**config.mk**
```make
export PLATFORM = sky130hd
export DESIGN_NAME = alu_op_sequencer
export DESIGN_NICKNAME = d
export VERILOG_FILES = /design/src/rtl/alu_op_sequencer.sv
export SDC_FILE = /design/constraint.sdc
export NUM_CORES = 1
export LEC_CHECK = 0
export ABC_AREA = 0
export CAP_MARGIN = 20
export CORE_ASPECT_RATIO = 0.7
export CORE_UTILIZATION = 42
export CTS_CLUSTER_DIAMETER = 50
export CTS_CLUSTER_SIZE = 25
export DETAILED_ROUTE_END_ITERATION = 12
export PLACE_DENSITY = 0.79
export SLEW_MARGIN = 5
export SYNTH_ARGS = -nofsm -noshare
export SYNTH_HDL_FRONTEND = slang
export SYNTH_SLANG_ARGS = --single-unit
```
**constraint.sdc**
```tcl
create_clock -name clk -period 2.5 [get_ports clk]
set_clock_uncertainty 0.1 [all_clocks]
set_input_delay 0.75 -clock clk [delete_from_list [all_inputs] [get_ports clk]]
set_output_delay 0.75 -clock clk [all_outputs]
set_load 0.01 [all_outputs]
```
**src/rtl/alu_op_sequencer.sv**
```systemverilog
// alu_op_sequencer: drives the TMP8 adder for one cycle per command and captures the result into acc and flags.
// Defining ALU_OVF_FLAG_EN adds the signed-overflow output flag_v.
module alu_op_sequencer #(
   parameter int WIDTH = 8
) (
   input  logic             clk,
   input  logic             rst,
   input  logic             cmd_valid,
   output logic             cmd_ready,
   input  logic [2:0]       cmd_op,
   input  logic [WIDTH-1:0] cmd_operand,
   output logic [WIDTH-1:0] adder_a,
   output logic [WIDTH-1:0] adder_b,
   output logic [1:0]       adder_mode,
   input  logic [WIDTH-1:0] adder_result,
   input  logic             adder_cb,
   output logic [WIDTH-1:0] acc,
   output logic             flag_z,
   output logic             flag_c,
   output logic             flag_n,
`ifdef ALU_OVF_FLAG_EN
   output logic             flag_v,
`endif
   output logic             done
);
   localparam logic [2:0] OP_LDA = 3'b001;
   localparam logic [2:0] OP_ADD = 3'b010;
   localparam logic [2:0] OP_SUB = 3'b011;
   localparam logic [2:0] OP_CMP = 3'b100;
   localparam logic [2:0] OP_INC = 3'b101;
   localparam logic [2:0] OP_DEC = 3'b110;
   localparam logic [2:0] OP_CLR = 3'b111;
   typedef enum logic [1:0] {IDLE, ISSUE, DONE} state_t;
   state_t           state_q, state_d;
   logic [2:0]       op_q, op_d;
   logic [WIDTH-1:0] operand_q, operand_d;
   logic [WIDTH-1:0] acc_q, acc_d;
   logic             z_q, z_d, c_q, c_d, n_q, n_d;
   logic             is_add, is_sub, is_load;
   logic [WIDTH-1:0] load_val;
`ifdef ALU_OVF_FLAG_EN
   logic             v_q, v_d;
   assign flag_v = v_q;
`endif
   assign is_add   = (op_q == OP_ADD) || (op_q == OP_INC);
   assign is_sub   = (op_q == OP_SUB) || (op_q == OP_CMP) || (op_q == OP_DEC);
   assign is_load  = (op_q == OP_LDA) || (op_q == OP_CLR);
   assign load_val = (op_q == OP_LDA) ? operand_q : '0;
   assign acc      = acc_q;
   assign flag_z   = z_q;
   assign flag_c   = c_q;
   assign flag_n   = n_q;
   always_comb begin
      state_d    = state_q;
      op_d       = op_q;
      operand_d  = operand_q;
      acc_d      = acc_q;
      z_d        = z_q;
      c_d        = c_q;
      n_d        = n_q;
`ifdef ALU_OVF_FLAG_EN
      v_d        = v_q;
`endif
      cmd_ready  = 1'b0;
      done       = 1'b0;
      adder_a    = '0;
      adder_b    = '0;
      adder_mode = 2'b00;
      case (state_q)
         IDLE: begin
            cmd_ready = 1'b1;
            if (cmd_valid) begin
               op_d      = cmd_op;
               operand_d = cmd_operand;
               state_d   = ISSUE;
            end
         end
         ISSUE: begin
            adder_a    = acc_q;
            adder_b    = ((op_q == OP_INC) || (op_q == OP_DEC)) ? WIDTH'(1) : (is_add || is_sub) ? operand_q : '0;
            adder_mode = is_add ? 2'b01 : is_sub ? 2'b10 : 2'b00;
            if (is_add || is_sub) begin
               acc_d = (op_q == OP_CMP) ? acc_q : adder_result;
               z_d   = (adder_result == '0);
               n_d   = adder_result[WIDTH-1];
               c_d   = adder_cb;
`ifdef ALU_OVF_FLAG_EN
               // Overflow when the effective operand signs agree but the result sign differs from a
               v_d   = (is_add ? (acc_q[WIDTH-1] == adder_b[WIDTH-1]) : (acc_q[WIDTH-1] != adder_b[WIDTH-1]))
                       && (adder_result[WIDTH-1] != acc_q[WIDTH-1]);
`endif
            end else if (is_load) begin
               acc_d = load_val;
               z_d   = (load_val == '0);
               n_d   = load_val[WIDTH-1];
`ifdef ALU_OVF_FLAG_EN
               v_d   = 1'b0;
`endif
            end
            state_d = DONE;
         end
         DONE: begin
            done    = 1'b1;
            state_d = IDLE;
         end
         default: state_d = IDLE;
      endcase
   end
   always_ff @(posedge clk or posedge rst) begin
      if (rst) begin
         state_q   <= IDLE;
         op_q      <= '0;
         operand_q <= '0;
         acc_q     <= '0;
         z_q       <= 1'b1;
         c_q       <= 1'b0;
         n_q       <= 1'b0;
`ifdef ALU_OVF_FLAG_EN
         v_q       <= 1'b0;
`endif
      end else begin
         state_q   <= state_d;
         op_q      <= op_d;
         operand_q <= operand_d;
         acc_q     <= acc_d;
         z_q       <= z_d;
         c_q       <= c_d;
         n_q       <= n_d;
`ifdef ALU_OVF_FLAG_EN
         v_q       <= v_d;
`endif
      end
   end
endmodule
```
==> results.py <==
metrics = {
    "cells_and_area": {
        "num-fill-cells": 234,
        "share_of_final_layout_standard_cells_stronger_than_drive_strength_1": 0.2514,
        "final_core_utilization": 0.6941,
        "antenna_cells_inserted": 0,
        "finalInstanceArea_mm2": 0.001973,
        "synthToLayoutAreaGrowth_pct": 54.46,
        "layout_net_count": 207,
        "multi_input_area_um2": 661.9,
        "sequential_cell_area_um2": 601.8,
    },
    "sta": {
        "min_period_ps": 2438,
        "setup_ws_ps": 61.58,
        "report.final.setup_viol": 0,
        "final_hold_viol_count": 0,
        "final_max_slew_viol_count": 0,
        "slew_headroom": 0.6458,
        "worst_slew_pin_slew_ps": 529.0,
        "grt_setup_unrepaired": "no",
        "post-route-period-util": 0.9754,
        "hold_slack_ps": 419.4,
        "fmax_ghz": 0.4101,
    },
    "clock_network": {
        "cts_buffers": 3,
        "clkLatencyLatePin_ps": 260,
        "clkTransAtPathRegs_ps": 80,
        "cts-root-to-sink-buffers": 2,
        "number_of_clock_sinks": 24,
        "cts_root_buffer": "clkbuf_8",
        "post_cts_hold_buffer_count": 0,
        "cts_max_level": 1,
        "cts_tree": "done",
    },
    "critical_path": {
        "setup.worst_path.end_class": "output pin",
        "delay_of_the_slowest_cell_on_the_worst_path_ps": 400,
        "category_of_the_most_critical_setup_path": "reg2out",
        "path_cells": "or3b_4 > a21oi_4 > buf_6 > and2_1 > buf_2",
        "setup.worst_path.start_class": "register",
        "worst_ep_arrival_time_ps": 1590,
        "cp_slowest_cell": "or3b_4",
        "cp_data_required_time_ps": 1650,
        "worstPathMaxFanout": 5,
    },
    "logic_synthesis": {
        "postSynthNetCount": 145,
        "sequential_share_of_the_synthesized_area": 0.4711,
        "post_synth_inst_count": 122,
        "post_synth_most_frequent_cells": "dfrtp_1 (23), o21ai_0 (19), and2_1 (18), mux2_2 (11), a32oi_1 (8)",
        "yosysWarningCount": 0,
        "synth.area.top_cells": "dfrtp_1 (45%), mux2_2 (9.7%), and2_1 (8.8%), o21ai_0 (7.4%), a32oi_1 (5.5%)",
        "synth_area_mm2": 0.001277,
        "number_of_flip_flops_and_latches_in_the_synthesized_netlist": 24,
        "yosys.cell_count.top_type": "dfrtp_1",
        "synth_largest_type_area_fraction": 0.4505,
        "synth_top_flop_cell": "dfrtp_1",
        "synth_largest_area_cell": "dfrtp_1",
        "average_instance_area_after_synthesis_um2": 10.47,
        "synth.lib_cells_used.distinct": 30,
        "share_of_synthesized_flip_flops_with_an_asynchronous_set_or_reset": 1.000,
        "synth_enable_flop_cells": 0,
    },
    "routing": {
        "routed-via-count": 1207,
        "met3RoutedLength_um": 197,
        "drt_pre_antenna_iters": 4,
        "post_drt_via_cell_ratio": 5.511,
        "totalWireLength_um": 3313,
        "detailroute.wirelength.met2_um": 1634,
        "wl_met1_um": 1449,
        "drtIter0Drc": 65,
        "post_drt_wl_per_cell_um": 15.13,
        "drc": 0,
        "topRoutingLayerUsed": "met4",
        "ant_nets": 0,
    },
    "floorplanning": {
        "area_of_the_core_mm2": 0.002843,
        "die-height_um": 48.14,
        "initial_utilization": 0.4494,
        "boundaryPins": 54,
        "chipWidth_um": 67.92,
        "die_area_mm2": 0.003269,
        "number_of_cell_rows": 16,
    },
    "global_route": {
        "grt_overflow": 0,
        "grt_start_max_net_pins": 25,
        "first_global_vias": 1075,
        "antenna_found_initial": 0,
        "grt_pass1_wl_um": 5285,
        "gr-usage-all-layers": 0.2272,
    },
    "power_and_ir_drop": {
        "power.static_leakage_nw": 0.8625,
        "power.total_mw": 1.661,
        "irDropWorstVdd_mv": 0.5071,
        "power.density_cell_area_mw_per_mm2": 841.7,
    },
    "flow_run": {
        "max-cap-violations": 0,
    },
    "outcome": {
        "outcome": "complete, no violations",
    },
    "place": {
        "routabilityCongestion": 0.8439,
        "placed_cell_area_mm2": 0.001891,
        "port_buffers": 53,
        "place_ws_ps": -132.6,
        "place_hpwl_um": 2489,
    },
    "min_path": {
        "hold_removal_path_class": "reg2reg",
    },
}
-- worst max-delay path: cells and delay by family, from the launching register on --
kind | cells | cell delay, ps
AO/OA/AOI/OAI | 1 | 170
flip-flops | 1 | 380
AND/OR/NAND/NOR | 2 | 510
buffers and inverters | 2 | 250
-- layout by cell type (no fill, tap or decap), types with 2 or more instances in the layout --
cell type / instances
nand3b_1: 2
a32oi_1: 8
clkbuf_8: 3
a21oi_1: 3
clkdlybuf4s50_1: 35
buf_4: 9
and2_1: 14
dfrtp_1: 23
o31ai_1: 2
buf_2: 3
mux2_2: 11
nor4_1: 2
nand2b_4: 2
nor2b_1: 2
buf_6: 7
and2_4: 4
nor2_1: 3
inv_1: 3
dlygate4sd2_1: 11
o21ai_0: 19
-- metal layers --
| metal | vias to the layer above | GRT usage |
|---|---|---|
| li1 | 579 | - |
| met4 | 0 | 0.04167 |
| met3 | 5 | 0.05841 |
| met2 | 54 | 0.3861 |
| met1 | 569 | 0.3024 |
| met5 | - | 0 |
-- where the power goes --
group          internal, mW  total [mW]  switching [mW]
logic                 0.444       0.794           0.351
registers             0.531       0.637           0.106
clock network         0.114       0.229           0.115
-- final timing paths --
path	slack, ps	start	cells after the start	end
max	60	op_q[1]	5	adder_b[4]
min	420	flag_n	2	flag_n
max reg2reg	820	op_q[1]	5	acc[7]
min reg2reg	420	flag_n	2	flag_n
max in group asynchronous	1290	rst	3	flag_z
min in group asynchronous	730	rst	3	state_q[1]
-- logic make-up (layout without fill, tap and decap cells) --
logic type,count (synthesis),in the layout,share of synthesized area
simple gates,37,37,0.1871
mux,11,11,0.09696
flops,24,24,0.4711
compound gates,39,39,0.2067
buf+inv,11,72,0.03820
-- flip-flops by register name, indices dropped and copies added, names as in the netlist --
name,cells
op_q,3
flag_c,1
flag_z,1
operand_q,8
flag_n,1
acc,8
state_q,2
-- cell type report --
class	count	share of cell area
repair buffers	65	0.3082
inverters	3	0.005707
multi-input cells	87	0.3354
clock buffers	4	0.02283
flip-flops and latches	24	0.3050
well taps	36	0.02283
-- through the flow --
stage | std cells | TNS (ps)
3_3_place_gp | 213 | -836.0
4_1_cts | 220 | -15.76
2_1_floorplan | 122 | 0
6_report | 219 | 0
5_1_grt | 219 | 0
3_5_place_dp | 213 | -885.5
-- what timing repair did --
| action | in CTS | in global routing |
|---|---|---|
| setup buffers | 3 | 0 |
| setup endpoints to repair | 18 | 4 |
| gates resized for setup | 52 | 4 |
| pin swaps | 2 | 0 |
(Power assumes the default switching activity.)
